## config.mk

```make
export PLATFORM = sky130hd
export DESIGN_NAME = window_loader_flat
export DESIGN_NICKNAME = d
export VERILOG_FILES = /design/src/rtl/window_alignment_pkg.sv /design/src/rtl/window_loader_pkg.sv /design/src/rtl/intf_windowAlignment.sv /design/src/rtl/window_loader_bank.sv /design/src/rtl/window_loader.sv /design/src/flat_wrapper.sv
export SDC_FILE = /design/constraint.sdc
export NUM_CORES = 1
export LEC_CHECK = 0
export ABC_AREA = 1
export BUFFER_PORTS_ARGS = -buffer_cell sky130_fd_sc_hd__buf_2
export CAP_MARGIN = 10
export CELL_PAD_IN_SITES_DETAIL_PLACEMENT = 0
export CELL_PAD_IN_SITES_GLOBAL_PLACEMENT = 2
export CORE_MARGIN = 2
export CORE_UTILIZATION = 43
export CTS_CLUSTER_DIAMETER = 80
export CTS_CLUSTER_SIZE = 20
export DETAILED_ROUTE_END_ITERATION = 12
export MAX_ROUTING_LAYER = met4
export PLACE_DENSITY = 0.75
export SETUP_SLACK_MARGIN = 0.4
export SLEW_MARGIN = 10
export SYNTH_ARGS = -nofsm -noshare
export SYNTH_HDL_FRONTEND = slang
export SYNTH_HIERARCHICAL = 1
export SYNTH_SLANG_ARGS = --single-unit
```

## constraint.sdc

```tcl
create_clock -name clk -period 10.55 [get_ports clk]
set_input_delay 3.165 -clock clk [delete_from_list [all_inputs] [get_ports clk]]
set_output_delay 3.165 -clock clk [all_outputs]
set_load 0.01 [all_outputs]
```

## src/rtl/window_alignment_pkg.sv

```systemverilog
// Geometry shared by the window alignment write stream and its consumers.
package pkg_windowAlignment;
   localparam int INDEX_WIDTH = 3;
   localparam int WORDS       = 2;
   localparam int WORD_SIZE   = 8;
endpackage

```

## src/rtl/window_loader_pkg.sv

```systemverilog
// Shared types and constants for window_loader (state encoding, counter widths, address helper).
package pkg_windowLoader;
   import pkg_windowAlignment::*;

   typedef enum logic {
      FILL   = 1'b0,
      LOCKED = 1'b1
   } wl_state_e;

   localparam int ROWS_DONE_W = INDEX_WIDTH + 1;
   localparam int WORD_SEL_W  = (WORDS > 1) ? $clog2(WORDS) : 1;
   localparam int FLAT_W      = 2 * INDEX_WIDTH;

   // Row-major block index; wide enough for any in-range (row, block) pair.
   function automatic logic [FLAT_W-1:0] flat_index(input logic [INDEX_WIDTH-1:0] y,
                                                     input logic [INDEX_WIDTH-1:0] b,
                                                     input int                     blocks);
      return FLAT_W'(y) * FLAT_W'(blocks) + FLAT_W'(b);
   endfunction
endpackage

```

## src/rtl/intf_windowAlignment.sv

```systemverilog
// Window alignment write stream: one block (WORDS lanes) per beat, no back-pressure.
interface intf_windowAlignment;
   import pkg_windowAlignment::*;

   logic [INDEX_WIDTH-1:0]          waddrY;
   logic [INDEX_WIDTH-1:0]          waddrBlock;
   logic [WORDS-1:0][WORD_SIZE-1:0] wdata;
   logic                            we;

   modport source (output waddrY, output waddrBlock, output wdata, output we);
   modport sink   (input  waddrY, input  waddrBlock, input  wdata, input  we);
endinterface

```

## src/rtl/window_loader_bank.sv

```systemverilog
// One word lane of window storage: read-first RAM with a registered, resettable read port.
module window_loader_bank #(
   parameter int WIDTH = 8,
   parameter int DEPTH = 8,
   parameter int AW    = 3
) (
   input  logic             clk_i,
   input  logic             rst_n_i,
   input  logic             we_i,
   input  logic [AW-1:0]    waddr_i,
   input  logic [WIDTH-1:0] wdata_i,
   input  logic             re_i,
   input  logic [AW-1:0]    raddr_i,
   output logic [WIDTH-1:0] rdata_o
);
   logic [WIDTH-1:0] mem_q [DEPTH];
   logic [WIDTH-1:0] rdata_q;

   // Storage is deliberately not reset; validity is tracked by the loader's bitmap.
   always_ff @(posedge clk_i) begin
      if (we_i) begin
         mem_q[waddr_i] <= wdata_i;
      end
   end

   always_ff @(posedge clk_i) begin
      if (!rst_n_i) begin
         rdata_q <= '0;
      end else if (re_i) begin
         rdata_q <= mem_q[raddr_i];
      end else begin
         rdata_q <= '0;
      end
   end

   assign rdata_o = rdata_q;
endmodule

```

## src/rtl/window_loader.sv

```systemverilog
// Collects a ROWS x BLOCKS window from the alignment stream and locks it until released.
// Optional saturating drop counter on overrun_count: define WINDOW_LOADER_OVERRUN_CNT_EN.
module window_loader
   import pkg_windowAlignment::*, pkg_windowLoader::*;
#(
   parameter int ROWS   = 2**pkg_windowAlignment::INDEX_WIDTH,
   parameter int BLOCKS = 2**pkg_windowAlignment::INDEX_WIDTH
) (
   input  logic                   clk,
   input  logic                   rst_n,
   intf_windowAlignment.sink      wr,
   input  logic [INDEX_WIDTH-1:0] rd_row,
   input  logic [INDEX_WIDTH-1:0] rd_block,
   input  logic [WORD_SEL_W-1:0]  rd_word,
   output logic [WORD_SIZE-1:0]   rd_data,
   output logic                   window_ready,
   input  logic                   window_release,
   output logic [ROWS_DONE_W-1:0] rows_done,
   output logic                   err_range,
   output logic                   err_overrun,
   output logic [15:0]            overrun_count
);
   localparam int DEPTH = ROWS * BLOCKS;
   localparam int AW    = (DEPTH > 1) ? $clog2(DEPTH) : 1;
   localparam logic [INDEX_WIDTH:0] ROWS_L   = (INDEX_WIDTH+1)'(ROWS);
   localparam logic [INDEX_WIDTH:0] BLOCKS_L = (INDEX_WIDTH+1)'(BLOCKS);

   wl_state_e              state_q;
   logic [DEPTH-1:0]       valid_q, valid_d, valid_set_s;
   logic [ROWS_DONE_W-1:0] rows_done_q, rows_done_d;
   logic                   ready_q, err_range_q, err_overrun_q;
   logic [WORD_SEL_W-1:0]  rd_word_q;
   logic                   wr_in_range_s, rd_in_range_s, release_s;
   logic                   wr_accept_s, range_drop_s, overrun_drop_s, full_s;
   logic [AW-1:0]          wr_addr_s, rd_addr_s;
   logic [WORD_SIZE-1:0]   lane_rdata_s [WORDS];

   // A release turns the locked window back into an open one within the same cycle,
   // so a concurrent write lands as the first block of the new window.
   always_comb begin
      wr_in_range_s  = ({1'b0, wr.waddrY} < ROWS_L) && ({1'b0, wr.waddrBlock} < BLOCKS_L);
      rd_in_range_s  = ({1'b0, rd_row} < ROWS_L) && ({1'b0, rd_block} < BLOCKS_L);
      wr_addr_s      = AW'(flat_index(wr.waddrY, wr.waddrBlock, BLOCKS));
      rd_addr_s      = AW'(flat_index(rd_row, rd_block, BLOCKS));
      release_s      = (state_q == LOCKED) && window_release;
      overrun_drop_s = wr.we && (state_q == LOCKED) && !window_release;
      range_drop_s   = wr.we && !wr_in_range_s && !overrun_drop_s;
      wr_accept_s    = wr.we && wr_in_range_s && !overrun_drop_s;
   end

   always_comb begin
      valid_set_s = '0;
      if (wr_accept_s) begin
         valid_set_s[wr_addr_s] = 1'b1;
      end else begin
         valid_set_s = '0;
      end
      valid_d     = (release_s ? {DEPTH{1'b0}} : valid_q) | valid_set_s;
      full_s      = &valid_d;
      rows_done_d = '0;
      for (int r = 0; r < ROWS; r++) begin
         if (&valid_d[r*BLOCKS +: BLOCKS]) begin
            rows_done_d = rows_done_d + ROWS_DONE_W'(1);
         end else begin
            rows_done_d = rows_done_d;
         end
      end
   end

   always_ff @(posedge clk) begin
      if (!rst_n) begin
         state_q       <= FILL;
         valid_q       <= '0;
         rows_done_q   <= '0;
         ready_q       <= 1'b0;
         err_range_q   <= 1'b0;
         err_overrun_q <= 1'b0;
         rd_word_q     <= '0;
      end else begin
         case (state_q)
            FILL:    state_q <= full_s ? LOCKED : FILL;
            LOCKED:  state_q <= (release_s && !full_s) ? FILL : LOCKED;
            default: state_q <= FILL;
         endcase
         valid_q       <= valid_d;
         rows_done_q   <= rows_done_d;
         ready_q       <= full_s;
         err_range_q   <= err_range_q | range_drop_s;
         err_overrun_q <= err_overrun_q | overrun_drop_s;
         rd_word_q     <= rd_word;
      end
   end

   for (genvar l = 0; l < WORDS; l++) begin : g_lane
      window_loader_bank #(
         .WIDTH (WORD_SIZE),
         .DEPTH (DEPTH),
         .AW    (AW)
      ) u_bank (
         .clk_i   (clk),
         .rst_n_i (rst_n),
         .we_i    (wr_accept_s),
         .waddr_i (wr_addr_s),
         .wdata_i (wr.wdata[l]),
         .re_i    (rd_in_range_s),
         .raddr_i (rd_addr_s),
         .rdata_o (lane_rdata_s[l])
      );
   end

`ifdef WINDOW_LOADER_OVERRUN_CNT_EN
   logic [15:0] overrun_cnt_q;

   always_ff @(posedge clk) begin
      if (!rst_n) begin
         overrun_cnt_q <= 16'h0000;
      end else if (overrun_drop_s && (overrun_cnt_q != 16'hFFFF)) begin
         overrun_cnt_q <= overrun_cnt_q + 16'h0001;
      end else begin
         overrun_cnt_q <= overrun_cnt_q;
      end
   end

   assign overrun_count = overrun_cnt_q;
`else
   assign overrun_count = 16'h0000;
`endif

   assign rd_data      = lane_rdata_s[rd_word_q];
   assign window_ready = ready_q;
   assign rows_done    = rows_done_q;
   assign err_range    = err_range_q;
   assign err_overrun  = err_overrun_q;
endmodule

```

## src/flat_wrapper.sv

```systemverilog
// flat-port wrapper written by rule: the top's interface ports become plain ports
module window_loader_flat import pkg_windowAlignment::*, pkg_windowLoader::*;
#(
   parameter int ROWS   = 2**pkg_windowAlignment::INDEX_WIDTH,
   parameter int BLOCKS = 2**pkg_windowAlignment::INDEX_WIDTH
)
  (clk, rst_n, rd_row, rd_block, rd_word, rd_data, window_ready, window_release, rows_done, err_range, err_overrun, overrun_count, wr_waddrY, wr_waddrBlock, wr_wdata, wr_we);
  intf_windowAlignment wr_i ();
  input  logic clk;
  input  logic rst_n;
  input  logic [INDEX_WIDTH-1:0] rd_row;
  input  logic [INDEX_WIDTH-1:0] rd_block;
  input  logic [WORD_SEL_W-1:0] rd_word;
  output logic [WORD_SIZE-1:0] rd_data;
  output logic window_ready;
  input  logic window_release;
  output logic [ROWS_DONE_W-1:0] rows_done;
  output logic err_range;
  output logic err_overrun;
  output logic [15:0] overrun_count;
  input wire logic [$bits(wr_i.waddrY)-1:0] wr_waddrY;
  input wire logic [$bits(wr_i.waddrBlock)-1:0] wr_waddrBlock;
  input wire logic [$bits(wr_i.wdata)-1:0] wr_wdata;
  input wire logic [$bits(wr_i.we)-1:0] wr_we;
  assign wr_i.waddrY = wr_waddrY;
  assign wr_i.waddrBlock = wr_waddrBlock;
  assign wr_i.wdata = wr_wdata;
  assign wr_i.we = wr_we;
  window_loader #(.ROWS(ROWS), .BLOCKS(BLOCKS)) u_core (.clk(clk), .rst_n(rst_n), .wr(wr_i), .rd_row(rd_row), .rd_block(rd_block), .rd_word(rd_word), .rd_data(rd_data), .window_ready(window_ready), .window_release(window_release), .rows_done(rows_done), .err_range(err_range), .err_overrun(err_overrun), .overrun_count(overrun_count));
endmodule
```

==> results.cfg <==
[run_status]
status = finished clean

[layout]
final_cell_area_sq_mm = 0.04941
finish.utilization = 0.4609
fin_nets = 4160
drive_gt1_frac = 0.06068
area_growth_pct = 6.238
instances_no_fill = 5558

[clocking]
clk_pin_slew_worst_paths_ns = 0.07
cts_buffer_depth = 3
cts_tree = done
cts_max_level = 3
ctsHoldBuffers = 0
clk_latency_ns = 0.65
numCtsBuffers = 67
cts_resized = 0
cts.sinks = 1112
cts_setup_buffers = 0
clock-root-buffer = clkbuf_16

[power_and_ir_drop]
powerDensity_mw_per_mm2 = 162.8
total_power_mw = 8.044
vdd.ir_drop.worst_v = 0.0001571
switchingPower_mw = 1.868
clkPwrFrac = 0.328
intPower_mw = 6.176
p_comb_frac = 0.070
switching_share = 0.2322
leakage_nw = 17.64
seq_power_share = 0.602

[global_route]
grt_max_degree = 165
grtUsageTotal = 0.2294
grt_overflow = 0
antenna_found_initial = 9
grt_pass1_wl_mm = 184.3
grt_pass1_vias = 27900

[timing]
slew_viol_final = 0
fmax_mhz = 126.6
setup_violations = 0
hold_slack_ns = 0.4734
worstMarginPinSlew_ns = 1.287
hold_viol_final = 0
rsz0062_at_grt = no
relSlewSlack = 0.1395
period_share = 0.7485
finalWorstSetupSlack_ns = 2.653
min_period_ns = 7.897
setup_tns_ns = 0
finalClockSkew_ns = 0.02477

[placement]
place_ws_ns = 1.985
port_buffers = 46
dp_hpwl_mm = 69.69
dp_cells = 5454
gp_congestion = 0.8129
placed_area_sq_mm = 0.04751

[yosys]
avgSynthCellArea_sq_um = 11.09
seq_area_frac_synth = 0.6990
ys_types = 49
ys_warn_count = 6
ys_async_sr_fraction = 0
synth_area_sq_mm = 0.04651
synthFlopType = edfxtp_1
synth_cells = 4193
synth_edf_count = 1024
synth-seq-cells = 1112

[routing]
wl_per_cell_um = 22.41
ant_nets = 0
num_vias = 29480
dr.pass1.iters = 5
drt_wl_total_mm = 124.5
drc = 0
viasPerCell = 5.305
initialDrtViolationCount = 2653

[setup_path]
crit_type = in -> reg
crit_arrival_ns = 8.43
critical_path.max_stage_delay_ns = 0.58
crit_fanout = 26
reg2reg_slack_ns = 4.94
crit_required_ns = 11.08
end_kind = flop
critPathLaunchType = input port
crit_top_cell = nand2_1
critPathSlowestCell = a21oi_4

[floorplan]
die_y_um = 332.9
core_sq_mm = 0.1072
dieArea_sq_mm = 0.1108
start_util = 0.4339
ios = 64
die_x_um = 332.9
std_cell_rows = 120

[run]
max_cap_viol_count = 0

[worst_hold_path]
hold_class = reg -> reg
## area by class of cell
cell class                      count  area (sq um)
Inverter                          101         401.6
Tap cell                         1403          1755
Timing Repair Buffer               99         713.2
Multi-Input combinational cell   2739         12130
Clock inverter                      9         81.33
Sequential cell                  1112         32510
Fill cell                       10050         57790
Antenna cell                        2         5.005
Clock buffer                       93          1817
## cells in the final DEF (no fill, tap or decap), drive strengths merged, types with 8 or more instances in the layout
| cell | netlist | routed |
|---|---|---|
| a21boi | 16 | 16 |
| a21oi | 41 | 41 |
| or2 | 12 | 12 |
| edfxtp | 1024 | 1024 |
| conb | 2 | 19 |
| buf | 202 | 99 |
| inv | 98 | 101 |
| nor4 | 22 | 22 |
| mux2 | 8 | 8 |
| nand4 | 22 | 22 |
| nor2 | 194 | 194 |
| nand2 | 1440 | 1440 |
| dfxtp | 88 | 88 |
| nand3 | 912 | 912 |
| clkbuf | 56 | 93 |
| o21ai | 12 | 12 |
## path summary, 6_finish.rpt
| kind | from | end | cells after the start |
|---|---|---|---|
| max | window_release | u_core/rows_done[1]$_SDFF_PN0_ | 31 |
| min | u_core/valid_q[25]$_SDFF_PN0_ | u_core/valid_q[25]$_SDFF_PN0_ | 2 |
| max reg2reg | u_core/state_q$_SDFF_PN0_ | u_core/rows_done[1]$_SDFF_PN0_ | 29 |
| min reg2reg | u_core/valid_q[25]$_SDFF_PN0_ | u_core/valid_q[25]$_SDFF_PN0_ | 2 |
## critical path, delay by kind of cell
kind            cells  cell delay (ns)
compound gates      4             0.93
fa+ha+maj           6             1.71
buf+inv             7             0.51
simple gates       14             2.11
## state kept, by name, indices dropped and copies added, names as in the netlist
register / flops
u_core/err_overrun: 1
u_core/g_lane.u_bank/mem_q: 1024
u_core/g_lane.u_bank/rdata_o: 16
u_core/rd_word_q: 1
u_core/rows_done: 4
u_core/state_q: 1
u_core/valid_q: 64
u_core/window_ready: 1
## power by group through the flow
stage	registers [mW]	clock network, mW	logic, mW
6_report	4.84	2.64	0.562
5_1_grt	4.85	2.85	0.620
4_1_cts	4.84	2.71	0.568
3_5_place_dp	4.94	0	0.567
3_3_place_gp	4.94	0	0.566
2_1_floorplan	4.94	0	0.338
## logic make-up (layout without fill, tap and decap cells)
group           Yosys count  count (layout)  share of synthesized area
mux                       8               8                   0.001937
simple gates           2615            2615                     0.2435
compound gates           90              90                    0.01181
fa+ha+maj                 7               7                   0.001883
buf+inv                 359             302                    0.04167
other cells               2              21                  0.0001615
flops                  1112            1112                     0.6990
## per-layer routing
layer,track usage,part of all wire
met4,0.05112,0.017
met2,0.3491,0.46
met3,0.03008,0.052
met1,0.3297,0.47
met5,-,0
## synth_stat cells, types with 4 or more instances
library cell | number | share of area
o21bai_1 | 4 | 0.00065
o21ai_1 | 6 | 0.00065
nor2_2 | 9 | 0.0012
inv_1 | 86 | 0.0069
dfxtp_1 | 88 | 0.038
nand3_2 | 8 | 0.0017
nor4_1 | 20 | 0.0027
edfxtp_1 | 1024 | 0.66
o21ai_0 | 5 | 0.00054
nand4_1 | 22 | 0.0030
mux2_2 | 8 | 0.0019
nand2_2 | 10 | 0.0013
nor2_4 | 4 | 0.00097
ha_1 | 7 | 0.0019
a21boi_0 | 15 | 0.0024
or2_1 | 4 | 0.00054
buf_1 | 48 | 0.0039
nand2_1 | 1427 | 0.12
clkbuf_1 | 56 | 0.0045
buf_6 | 20 | 0.0048
buf_4 | 97 | 0.016
nor2_1 | 180 | 0.015
inv_2 | 12 | 0.00097
nand3_1 | 904 | 0.097
and2_1 | 4 | 0.00054
or2_2 | 8 | 0.0011
a22oi_1 | 5 | 0.00081
buf_2 | 35 | 0.0038
a21oi_1 | 40 | 0.0043
o22ai_1 | 7 | 0.00094
No activity file was read; power rests on OpenSTA's default activity.
